<file path="src/rtl/instruction_fetch_if.sv">
// Fetch-stage bundle: instruction-memory read port, redirect/stall controls from
// later stages, and the registered instruction slot presented to decode.
interface instruction_fetch_if #(
    parameter int unsigned ADDR_WIDTH  = 8,
    parameter int unsigned INSTR_WIDTH = 20
);
    logic                   stall;
    logic                   branchTaken;
    logic [ADDR_WIDTH-1:0]  branchTarget;
    logic [ADDR_WIDTH-1:0]  imemAddress;
    logic                   imemReadEnable;
    logic [INSTR_WIDTH-1:0] imemData;
    logic                   imemReady;
    logic [INSTR_WIDTH-1:0] instruction;
    logic                   instructionValid;
    logic [ADDR_WIDTH-1:0]  instructionPC;

    modport master (
        input  stall, branchTaken, branchTarget, imemData, imemReady,
        output imemAddress, imemReadEnable, instruction, instructionValid, instructionPC
    );

    modport slave (
        output stall, branchTaken, branchTarget, imemData, imemReady,
        input  imemAddress, imemReadEnable, instruction, instructionValid, instructionPC
    );
endinterface

</file>
<file path="src/rtl/instruction_fetch.sv">
// Instruction fetch stage: PC, ready-handshake word reads, stall hold and branch redirect.
// Define FETCH_PREFETCH_EN to add a one-entry prefetch buffer behind the output slot.
module instruction_fetch #(
    parameter int unsigned          ADDR_WIDTH  = 8,
    parameter int unsigned          INSTR_WIDTH = 20,
    parameter logic [ADDR_WIDTH-1:0] RESET_PC   = '0
) (
    input logic                 clock,
    input logic                 reset,
    instruction_fetch_if.master fetch_bus
);

    typedef enum logic [1:0] {StFetch, StHold, StDiscard} state_e;

    state_e                 state_q, state_d;
    logic [ADDR_WIDTH-1:0]  pc_q, pc_d;
    logic [ADDR_WIDTH-1:0]  fetch_addr_q, fetch_addr_d;
    logic                   req_q, req_d;
    logic [INSTR_WIDTH-1:0] slot_data_q, slot_data_d;
    logic [ADDR_WIDTH-1:0]  slot_pc_q, slot_pc_d;
    logic                   slot_valid_q, slot_valid_d;
`ifdef FETCH_PREFETCH_EN
    logic [INSTR_WIDTH-1:0] buf_data_q, buf_data_d;
    logic [ADDR_WIDTH-1:0]  buf_pc_q, buf_pc_d;
    logic                   buf_valid_q, buf_valid_d;
`endif

    logic handshake;
    logic waiting;
    logic slot_free;
    logic accepted;
    logic hold_full;

    assign handshake = req_q & fetch_bus.imemReady;
    assign waiting   = req_q & ~fetch_bus.imemReady;
    assign slot_free = ~slot_valid_q | ~fetch_bus.stall;

    always_comb begin
        state_d      = state_q;
        pc_d         = pc_q;
        fetch_addr_d = fetch_addr_q;
        req_d        = req_q;
        slot_data_d  = slot_data_q;
        slot_pc_d    = slot_pc_q;
        slot_valid_d = slot_valid_q;
`ifdef FETCH_PREFETCH_EN
        buf_data_d   = buf_data_q;
        buf_pc_d     = buf_pc_q;
        buf_valid_d  = buf_valid_q;
`endif
        accepted     = 1'b0;
        hold_full    = 1'b0;

        // Decode takes the slot (or it is empty); the buffered word moves up behind it.
        if (slot_free) begin
`ifdef FETCH_PREFETCH_EN
            slot_valid_d = buf_valid_q;
            buf_valid_d  = 1'b0;
            if (buf_valid_q) begin
                slot_data_d = buf_data_q;
                slot_pc_d   = buf_pc_q;
            end
`else
            slot_valid_d = 1'b0;
`endif
        end

        unique case (state_q)
            StFetch: begin
                req_d = 1'b1;
                if (handshake) begin
                    if (!slot_valid_d) begin
                        slot_valid_d = 1'b1;
                        slot_data_d  = fetch_bus.imemData;
                        slot_pc_d    = fetch_addr_q;
                        accepted     = 1'b1;
                    end
`ifdef FETCH_PREFETCH_EN
                    else if (!buf_valid_d) begin
                        buf_valid_d = 1'b1;
                        buf_data_d  = fetch_bus.imemData;
                        buf_pc_d    = fetch_addr_q;
                        accepted    = 1'b1;
                    end
`endif
                end
                // A word with nowhere to go is dropped; pc stays put so it is refetched.
                if (accepted) begin
                    pc_d         = pc_q + 1'b1;
                    fetch_addr_d = pc_q + 1'b1;
                end
`ifdef FETCH_PREFETCH_EN
                hold_full = slot_valid_q & buf_valid_d;
`else
                hold_full = slot_valid_q;
`endif
                if (fetch_bus.stall && hold_full && !waiting) begin
                    state_d = StHold;
                    req_d   = 1'b0;
                end
            end
            StHold: begin
                req_d = 1'b0;
                if (!fetch_bus.stall) begin
                    state_d      = StFetch;
                    req_d        = 1'b1;
                    fetch_addr_d = pc_q;
                end
            end
            StDiscard: begin
                req_d = 1'b1;
                if (fetch_bus.imemReady) begin
                    state_d      = StFetch;
                    fetch_addr_d = pc_q;
                end
            end
            default: begin
                state_d = StFetch;
                req_d   = 1'b1;
            end
        endcase

        // Redirect wins over everything; an unfinished read must still drain at its old address.
        if (fetch_bus.branchTaken) begin
            pc_d         = fetch_bus.branchTarget;
            slot_valid_d = 1'b0;
`ifdef FETCH_PREFETCH_EN
            buf_valid_d  = 1'b0;
`endif
            req_d        = 1'b1;
            if (waiting) begin
                state_d      = StDiscard;
                fetch_addr_d = fetch_addr_q;
            end else begin
                state_d      = StFetch;
                fetch_addr_d = fetch_bus.branchTarget;
            end
        end

        if (!slot_valid_d) begin
            slot_data_d = '0;
        end
    end

    always_ff @(posedge clock or negedge reset) begin
        if (!reset) begin
            state_q      <= StFetch;
            pc_q         <= RESET_PC;
            fetch_addr_q <= RESET_PC;
            req_q        <= 1'b0;
            slot_data_q  <= '0;
            slot_pc_q    <= RESET_PC;
            slot_valid_q <= 1'b0;
`ifdef FETCH_PREFETCH_EN
            buf_data_q   <= '0;
            buf_pc_q     <= RESET_PC;
            buf_valid_q  <= 1'b0;
`endif
        end else begin
            state_q      <= state_d;
            pc_q         <= pc_d;
            fetch_addr_q <= fetch_addr_d;
            req_q        <= req_d;
            slot_data_q  <= slot_data_d;
            slot_pc_q    <= slot_pc_d;
            slot_valid_q <= slot_valid_d;
`ifdef FETCH_PREFETCH_EN
            buf_data_q   <= buf_data_d;
            buf_pc_q     <= buf_pc_d;
            buf_valid_q  <= buf_valid_d;
`endif
        end
    end

    assign fetch_bus.imemAddress      = fetch_addr_q;
    assign fetch_bus.imemReadEnable   = req_q;
    assign fetch_bus.instruction      = slot_data_q;
    assign fetch_bus.instructionValid = slot_valid_q;
    assign fetch_bus.instructionPC    = slot_pc_q;

endmodule
</file>
<file path="src/flat_wrapper.sv">
// flat-port wrapper written by rule: the top's interface ports become plain ports
module instruction_fetch_flat 
#(
    parameter int unsigned          ADDR_WIDTH  = 8,
    parameter int unsigned          INSTR_WIDTH = 20,
    parameter logic [ADDR_WIDTH-1:0] RESET_PC   = '0
)
  (clock, reset, fetch_bus_stall, fetch_bus_branchTaken, fetch_bus_branchTarget, fetch_bus_imemData, fetch_bus_imemReady, fetch_bus_imemAddress, fetch_bus_imemReadEnable, fetch_bus_instruction, fetch_bus_instructionValid, fetch_bus_instructionPC);
  instruction_fetch_if #(.ADDR_WIDTH(ADDR_WIDTH), .INSTR_WIDTH(INSTR_WIDTH)) fetch_bus_i ();
  input logic clock;
  input logic reset;
  input wire logic [$bits(fetch_bus_i.stall)-1:0] fetch_bus_stall;
  input wire logic [$bits(fetch_bus_i.branchTaken)-1:0] fetch_bus_branchTaken;
  input wire logic [$bits(fetch_bus_i.branchTarget)-1:0] fetch_bus_branchTarget;
  input wire logic [$bits(fetch_bus_i.imemData)-1:0] fetch_bus_imemData;
  input wire logic [$bits(fetch_bus_i.imemReady)-1:0] fetch_bus_imemReady;
  output wire logic [$bits(fetch_bus_i.imemAddress)-1:0] fetch_bus_imemAddress;
  output wire logic [$bits(fetch_bus_i.imemReadEnable)-1:0] fetch_bus_imemReadEnable;
  output wire logic [$bits(fetch_bus_i.instruction)-1:0] fetch_bus_instruction;
  output wire logic [$bits(fetch_bus_i.instructionValid)-1:0] fetch_bus_instructionValid;
  output wire logic [$bits(fetch_bus_i.instructionPC)-1:0] fetch_bus_instructionPC;
  assign fetch_bus_i.stall = fetch_bus_stall;
  assign fetch_bus_i.branchTaken = fetch_bus_branchTaken;
  assign fetch_bus_i.branchTarget = fetch_bus_branchTarget;
  assign fetch_bus_i.imemData = fetch_bus_imemData;
  assign fetch_bus_i.imemReady = fetch_bus_imemReady;
  assign fetch_bus_imemAddress = fetch_bus_i.imemAddress;
  assign fetch_bus_imemReadEnable = fetch_bus_i.imemReadEnable;
  assign fetch_bus_instruction = fetch_bus_i.instruction;
  assign fetch_bus_instructionValid = fetch_bus_i.instructionValid;
  assign fetch_bus_instructionPC = fetch_bus_i.instructionPC;
  instruction_fetch #(.ADDR_WIDTH(ADDR_WIDTH), .INSTR_WIDTH(INSTR_WIDTH), .RESET_PC(RESET_PC)) u_core (.clock(clock), .reset(reset), .fetch_bus(fetch_bus_i));
endmodule
</file>
<file path="config.mk">
export PLATFORM = sky130hd
export DESIGN_NAME = instruction_fetch_flat
export DESIGN_NICKNAME = d
export VERILOG_FILES = /design/src/rtl/instruction_fetch_if.sv /design/src/rtl/instruction_fetch.sv /design/src/flat_wrapper.sv
export SDC_FILE = /design/constraint.sdc
export NUM_CORES = 1
export LEC_CHECK = 0
export ABC_AREA = 1
export CAP_MARGIN = 20
export CELL_PAD_IN_SITES_DETAIL_PLACEMENT = 0
export CELL_PAD_IN_SITES_GLOBAL_PLACEMENT = 1
export CORE_MARGIN = 10
export CORE_UTILIZATION = 45
export DETAILED_ROUTE_END_ITERATION = 10
export DONT_BUFFER_PORTS = 1
export GPL_ROUTABILITY_DRIVEN = 0
export PLACE_DENSITY_LB_ADDON = 0.1
export SETUP_SLACK_MARGIN = 0.3
export SYNTH_ARGS = -nofsm -noshare
export SYNTH_HDL_FRONTEND = slang
export SYNTH_SLANG_ARGS = --single-unit
export TNS_END_PERCENT = 30
</file>
<file path="constraint.sdc">
create_clock -name clock -period 2.1 [get_ports clock]
set_input_delay 0.42 -clock clock [delete_from_list [all_inputs] [get_ports clock]]
set_output_delay 0.42 -clock clock [all_outputs]
set_load 0.005 [all_outputs]
</file>
# Word-level counts from Yosys, hierarchy flattened
# Cells that the tools add are included.
[totals]
elab_cells = 66
output_inout_bits = 38
ff_bits = 48
input_bits = 33
[op_classes]
muxes = 29
n_reduce_logical = 12
eq_ne = 10
bitwise = 7
add_sub_neg = 1
[op_table]
columns = ["cell", "n"]
rows = [
  ["$mux W20", 4],
  ["$mux W8", 7],
  ["$pmux W8 S3", 1],
  ["$mux W1", 10],
  ["$mux W2", 5],
  ["$reduce_and A3 Y1", 3],
  ["$add A8 B1 Y8 const B", 1],
  ["$ne A2 B2 Y1 const B", 4],
  ["$ne A3 B2 Y1 const B", 2],
  ["$ne A3 B3 Y1 const B", 2],
  ["$pmux W2 S3", 1],
  ["$reduce_and A5 Y1", 1],
  ["$not A1 Y1", 4],
  ["$reduce_bool A2 Y1", 2],
  ["$reduce_bool A4 Y1", 1],
  ["$and A1 B1 Y1", 2],
  ["$eq A2 B1 Y1 const B", 1],
  ["$eq A2 B2 Y1 const B", 1],
  ["$logic_and A1 B1 Y1", 2],
  ["$logic_not A2 Y1", 1],
  ["$pmux W1 S2", 1],
  ["$reduce_and A2 Y1", 1],
  ["$logic_not A1 Y1", 1],
  ["$or A1 B1 Y1", 1],
]

# Longest topological paths before layout
[depth]
depth_word = 9
depth_mapped = 9
mapped_depth_nobuf = 9

# Worst setup path before layout
# No wires, ideal clock.
[synth_timing]
path_kind = "reg2reg"
startpoint = "register u_core.state_q[0]"
endpoint = "register u_core.fetch_addr_q[2] (netlist: u_core.fetch_bus.imemAddress[2])"
required_time_ns = 1.979
period_less_slack_ns = 1.450
arrival_time_ns = 1.329
n_path_buf = 1
path_slack_ns = 0.650
path_stages_with_launch = 8
setup_ns = 0.121
cell_sequence = "dfrtp_1 inv_1 ha_1 clkbuf_1 inv_1 nand2_1 a21boi_0 o21ai_2"
[synth_via]
elab_chain_len = 3
word_cells_on_any_way = 10
cone_classes = "eq/ne: 5; mux: 2; reduce/logical: 3"
[synth_rtl]
columns = ["item", "line_no", "source"]
rows = [
  ["start: declaration", "instruction_fetch.sv:15", "state_e state_q, state_d;"],
  ["start signal: assignment", "instruction_fetch.sv:147", "state_q <= StFetch;"],
  ["start signal: assignment", "instruction_fetch.sv:160", "state_q <= state_d;"],
  ["$eq A2 B2 Y1 (tied with other cells)", "instruction_fetch.sv:68", "unique case (state_q)"],
  ["$ne A3 B3 Y1 (no line) (tied with other cells)", "n/a", ""],
  ["$reduce_and A5 Y1 (no line) / $mux W8 (equally long branches)", "n/a", ""],
  ["end signal: assignment", "instruction_fetch.sv:162", "fetch_addr_q <= fetch_addr_d;"],
  ["end: declaration", "instruction_fetch.sv:17", "logic [ADDR_WIDTH-1:0] fetch_addr_q, fetch_addr_d;"],
]
# Several ways; a longest one is shown, not always the timed one.
# A chain may end at the register's enable or synchronous reset.

# Worst setup path in the final report
[layout_timing]
startpoint = "register u_core.state_q[0]"
endpoint = "register u_core.pc_q[0]"
[layout_via]
elab_chain_len = 3
[layout_rtl]
columns = ["item", "line_no", "source"]
rows = [
  ["$logic_not A2 Y1", "instruction_fetch.sv:68", ""],
  ["$reduce_bool A2 Y1 (no line)", "n/a", ""],
  ["$reduce_and A2 Y1 (no line)", "n/a", ""],
  ["end signal: assignment", "instruction_fetch.sv:161", "pc_q <= pc_d;"],
  ["end: declaration", "instruction_fetch.sv:16", "logic [ADDR_WIDTH-1:0] pc_q, pc_d;"],
]
# No other way between the ends.

==> results.txt <==
----------------------------------------------------
[Yosys]
  Number of unique standard cell types used by synthesis ... 30
  Area of the mapped netlist ... 2460 sq um
  Syn nets ... 339
  Mean cell area of the mapped netlist ... 8.18 sq um
  Share of synthesized area occupied by flip-flops and latches ... 48.8%
  Gate count of the mapped netlist ... 301
  Post-synthesis sequential element count ... 48
  Syn. warnings ... 0

[Routing]
  Routed length per placed instance ... 16.2 microns
  Routed vias/inst ... 5.20
  Final antenna-violating net count ... 0
  Met3 wire len ... 656 microns
  Via count ... 1931
  Highest routed metal layer ... met4
  Wire length on met1 ... 2.79 mm
  Total Routed Length ... 6.03 mm
  Initial DRC count ... 72
  Detailed-route DRC error count ... 0
  Met2 wire len ... 2.53 mm
  First-pass DRT Iterations ... 4

[Global routing]
  Leftover overflow at the end of global routing ... 0
  Global routing usage summed across all routing layers ... 13.8%
  Antenna violations before repair ... 0
  Pin count of the biggest net entering global routing ... 49
  Via count of the first global-routing pass ... 1889
  Wire length of the first global-routing pass ... 9.73 mm

[STA]
  Final Hold Viols ... 0
  Final setup violation count ... 0
  Worst Max-Slew Pin Slew ... 0.655 ns
  Minimum clock period ... 1.60 ns
  Final total negative setup slack ... 0 ns
  Remaining max-slew budget at the tightest pin ... 56.3%
  Number of pins with negative max-slew slack in the final report ... 0
  Share of the clock period used by the worst path ... 76.1%
  Highest Clock Rate ... 625 MHz
  Worst clock skew ... 0.00762 ns
  Unrepaired setup endpoints after global routing ... no

[Power]
  Total power per unit cell area ... 1230 nW/um^2
  Total chip power ... 3.28 mW
  Max VDD drop ... 0.467 mV
  Static leakage ... 1.39 nW

[Setup path]
  Endpoint arrival time on the critical path ... 1.82 ns
  Startpoint kind of the worst setup timing path ... flip-flop
  Element type at the critical path end ... flip-flop
  WP data required ... 2.32 ns
  CP Class ... flip-flop to flip-flop
  Critical Path Fanout Max ... 9

[Placed design]
  Detailed placer's ending HPWL ... 4.39 mm
  Area after DPL ... 2500 sq um
  Port bufs ... 0

[Outcome]
  Outcome ... finished clean

[Layout]
  Fraction of final layout cells with drive strength greater than 1 ... 8.64%
  NumNets Final ... 339
  Inserted Diodes ... 0
  Fillers ... 543
  Post-Route Utilization ... 51.2%
  Final instance area ... 2670 sq um
  Layout overhead on the synthesized area ... 8.34%

[Hold path]
  Hold crit path type ... input pin to flip-flop

[Floorplan]
  CORE AREA ... 5200 sq um
  Height of the die ... 94.0 microns
  I/O Pins ... 71
  Die width ... 94.0 microns
  Number of cell rows ... 26
  Initial cell density of the core ... 47.3%
  Area of the die ... 8830 sq um

[Run]
  Reported max-cap violation count ... 0

[Clocking]
  TritonCTS clock tree ... built
  Buffers inserted by post-CTS timing repair ... 0
  Clock latency at the later pin of the worst-skew pair ... 0.30 ns
  CTS Buf Count ... 5
  Max clock buf depth ... 2
  Count of clock tree sinks ... 48
  Clock tree root buffer cell ... sky130_fd_sc_hd__clkbuf_8
  H-tree lvl count ... 2
  Clock slew at the register clock pins of the worst setup and hold paths ... 0.09 ns

----------------------------------------------------
kinds of logic (layout without fill, tap and decap cells):
| group | count (synthesis) | count (layout) | synth area share (%) |
|---|---|---|---|
| simple gates | 139 | 139 | 25.4 |
| compound gates | 51 | 51 | 13.0 |
| xor+xnor | 3 | 3 | 1.07 |
| buf+inv | 55 | 55 | 9.15 |
| flops | 48 | 48 | 48.8 |
| fa+ha+maj | 5 | 5 | 2.54 |
stage by stage:
step	hold WS, ns	std cells	setup WS (ns)
5_1_grt	0.231	371	0.314
3_3_place_gp	0.126	362	0.428
6_report	0.238	371	0.501
3_5_place_dp	0.126	362	0.431
2_1_floorplan	0.124	301	0.650
4_1_cts	0.230	371	0.406
routing by layer:
layer / global-route usage, % / vias to the layer above
met2: 19.8 / 65
met4: 4.05 / 0
met1: 17.7 / 910
met5: 0 / -
li1: - / 951
met3: 6.71 / 5
worst max-delay path: stages (launching register included):
cell and delay [ns]:
sky130_fd_sc_hd__dfrtp_1 0.39, sky130_fd_sc_hd__inv_1 0.11, sky130_fd_sc_hd__ha_1 0.23, sky130_fd_sc_hd__nand2_1 0.11
sky130_fd_sc_hd__nor2_4 0.23, sky130_fd_sc_hd__nand2_2 0.15, sky130_fd_sc_hd__inv_1 0.17, sky130_fd_sc_hd__nand2_1 0.07
sky130_fd_sc_hd__o211ai_1 0.07
Yosys cell counts (all sizes together):
| cell type | instances | share of area (%) |
|---|---|---|
| a21boi | 1 | 0.31 |
| a21oi | 9 | 2.6 |
| buf | 5 | 1.5 |
| clkbuf | 5 | 0.76 |
| dfrtp | 48 | 49 |
| ha | 5 | 2.5 |
| inv | 45 | 6.9 |
| nand2 | 97 | 16 |
| nand3 | 30 | 6.3 |
| nor2 | 12 | 3.5 |
| o2111ai | 1 | 0.36 |
| o211ai | 4 | 1.2 |
| o21a | 1 | 0.31 |
| o21ai | 29 | 6.2 |
| o21bai | 2 | 0.61 |
| o221ai | 4 | 1.4 |
| xnor2 | 1 | 0.36 |
| xor2 | 2 | 0.71 |
what timing repair did:
action	4_1_cts	5_1_grt
resized for setup	0	1
hold buffers	2	0
endpoints found under the hold margin	48	0
setup endpoints to repair	0	1
power by group:
group	switching (mW)	internal [mW]	total, mW	leakage, nW
clock	0.306	0.469	0.775	0.0642
combinational	0.728	0.363	1.09	0.705
sequential	0.237	1.17	1.41	0.621
total	1.27	2.00	3.28	1.39
placed cells by master, fill, tap and decap left out, types with 3 or more instances in the layout:
master	instances
sky130_fd_sc_hd__a21oi_1	6
sky130_fd_sc_hd__inv_1	43
sky130_fd_sc_hd__clkbuf_8	5
sky130_fd_sc_hd__dfrtp_1	48
sky130_fd_sc_hd__o211ai_1	4
sky130_fd_sc_hd__ha_1	5
sky130_fd_sc_hd__o21ai_0	26
sky130_fd_sc_hd__nand3_1	29
sky130_fd_sc_hd__o221ai_1	4
sky130_fd_sc_hd__nor2_1	7
sky130_fd_sc_hd__nor2_4	3
sky130_fd_sc_hd__nand2_1	93
flip-flops by register name, summed over array words and instances, names as in the netlist:
signal	flops
u_core.state_q	2
u_core.fetch_bus.instructionPC	8
u_core.fetch_bus.instructionValid	1
u_core.fetch_bus.imemAddress	8
u_core.fetch_bus.imemReadEnable	1
u_core.fetch_bus.instruction	20
u_core.pc_q	8
final timing paths:
path,cells after the start,slack [ns],from,to
hold reg to reg,2,0.51,u_core.fetch_bus.instructionPC[4],u_core.fetch_bus.instructionPC[4]
setup / recovery,8,0.50,u_core.state_q[0],u_core.pc_q[0]
max in group asynchronous,2,1.23,reset,u_core.fetch_bus.instruction[14]
setup reg to reg,8,0.50,u_core.state_q[0],u_core.pc_q[0]
min in group asynchronous,2,0.64,reset,u_core.fetch_bus.imemAddress[6]
hold / removal,1,0.24,fetch_bus_branchTaken,u_core.fetch_bus.instructionValid
cell type report:
| type | count | area, sq um | area share, % |
|---|---|---|---|
| Timing Repair Buffer | 3 | 45.0 | 1.69 |
| Inverter | 45 | 169 | 6.34 |
| Tap cell | 70 | 87.6 | 3.28 |
| Clock inverter | 2 | 60.1 | 2.25 |
| Multi-Input combinational cell | 198 | 1030 | 38.8 |
| Sequential cell | 48 | 1200 | 45.0 |
| Clock buffer | 5 | 68.8 | 2.58 |
No activity file was read; power rests on OpenSTA's default activity.
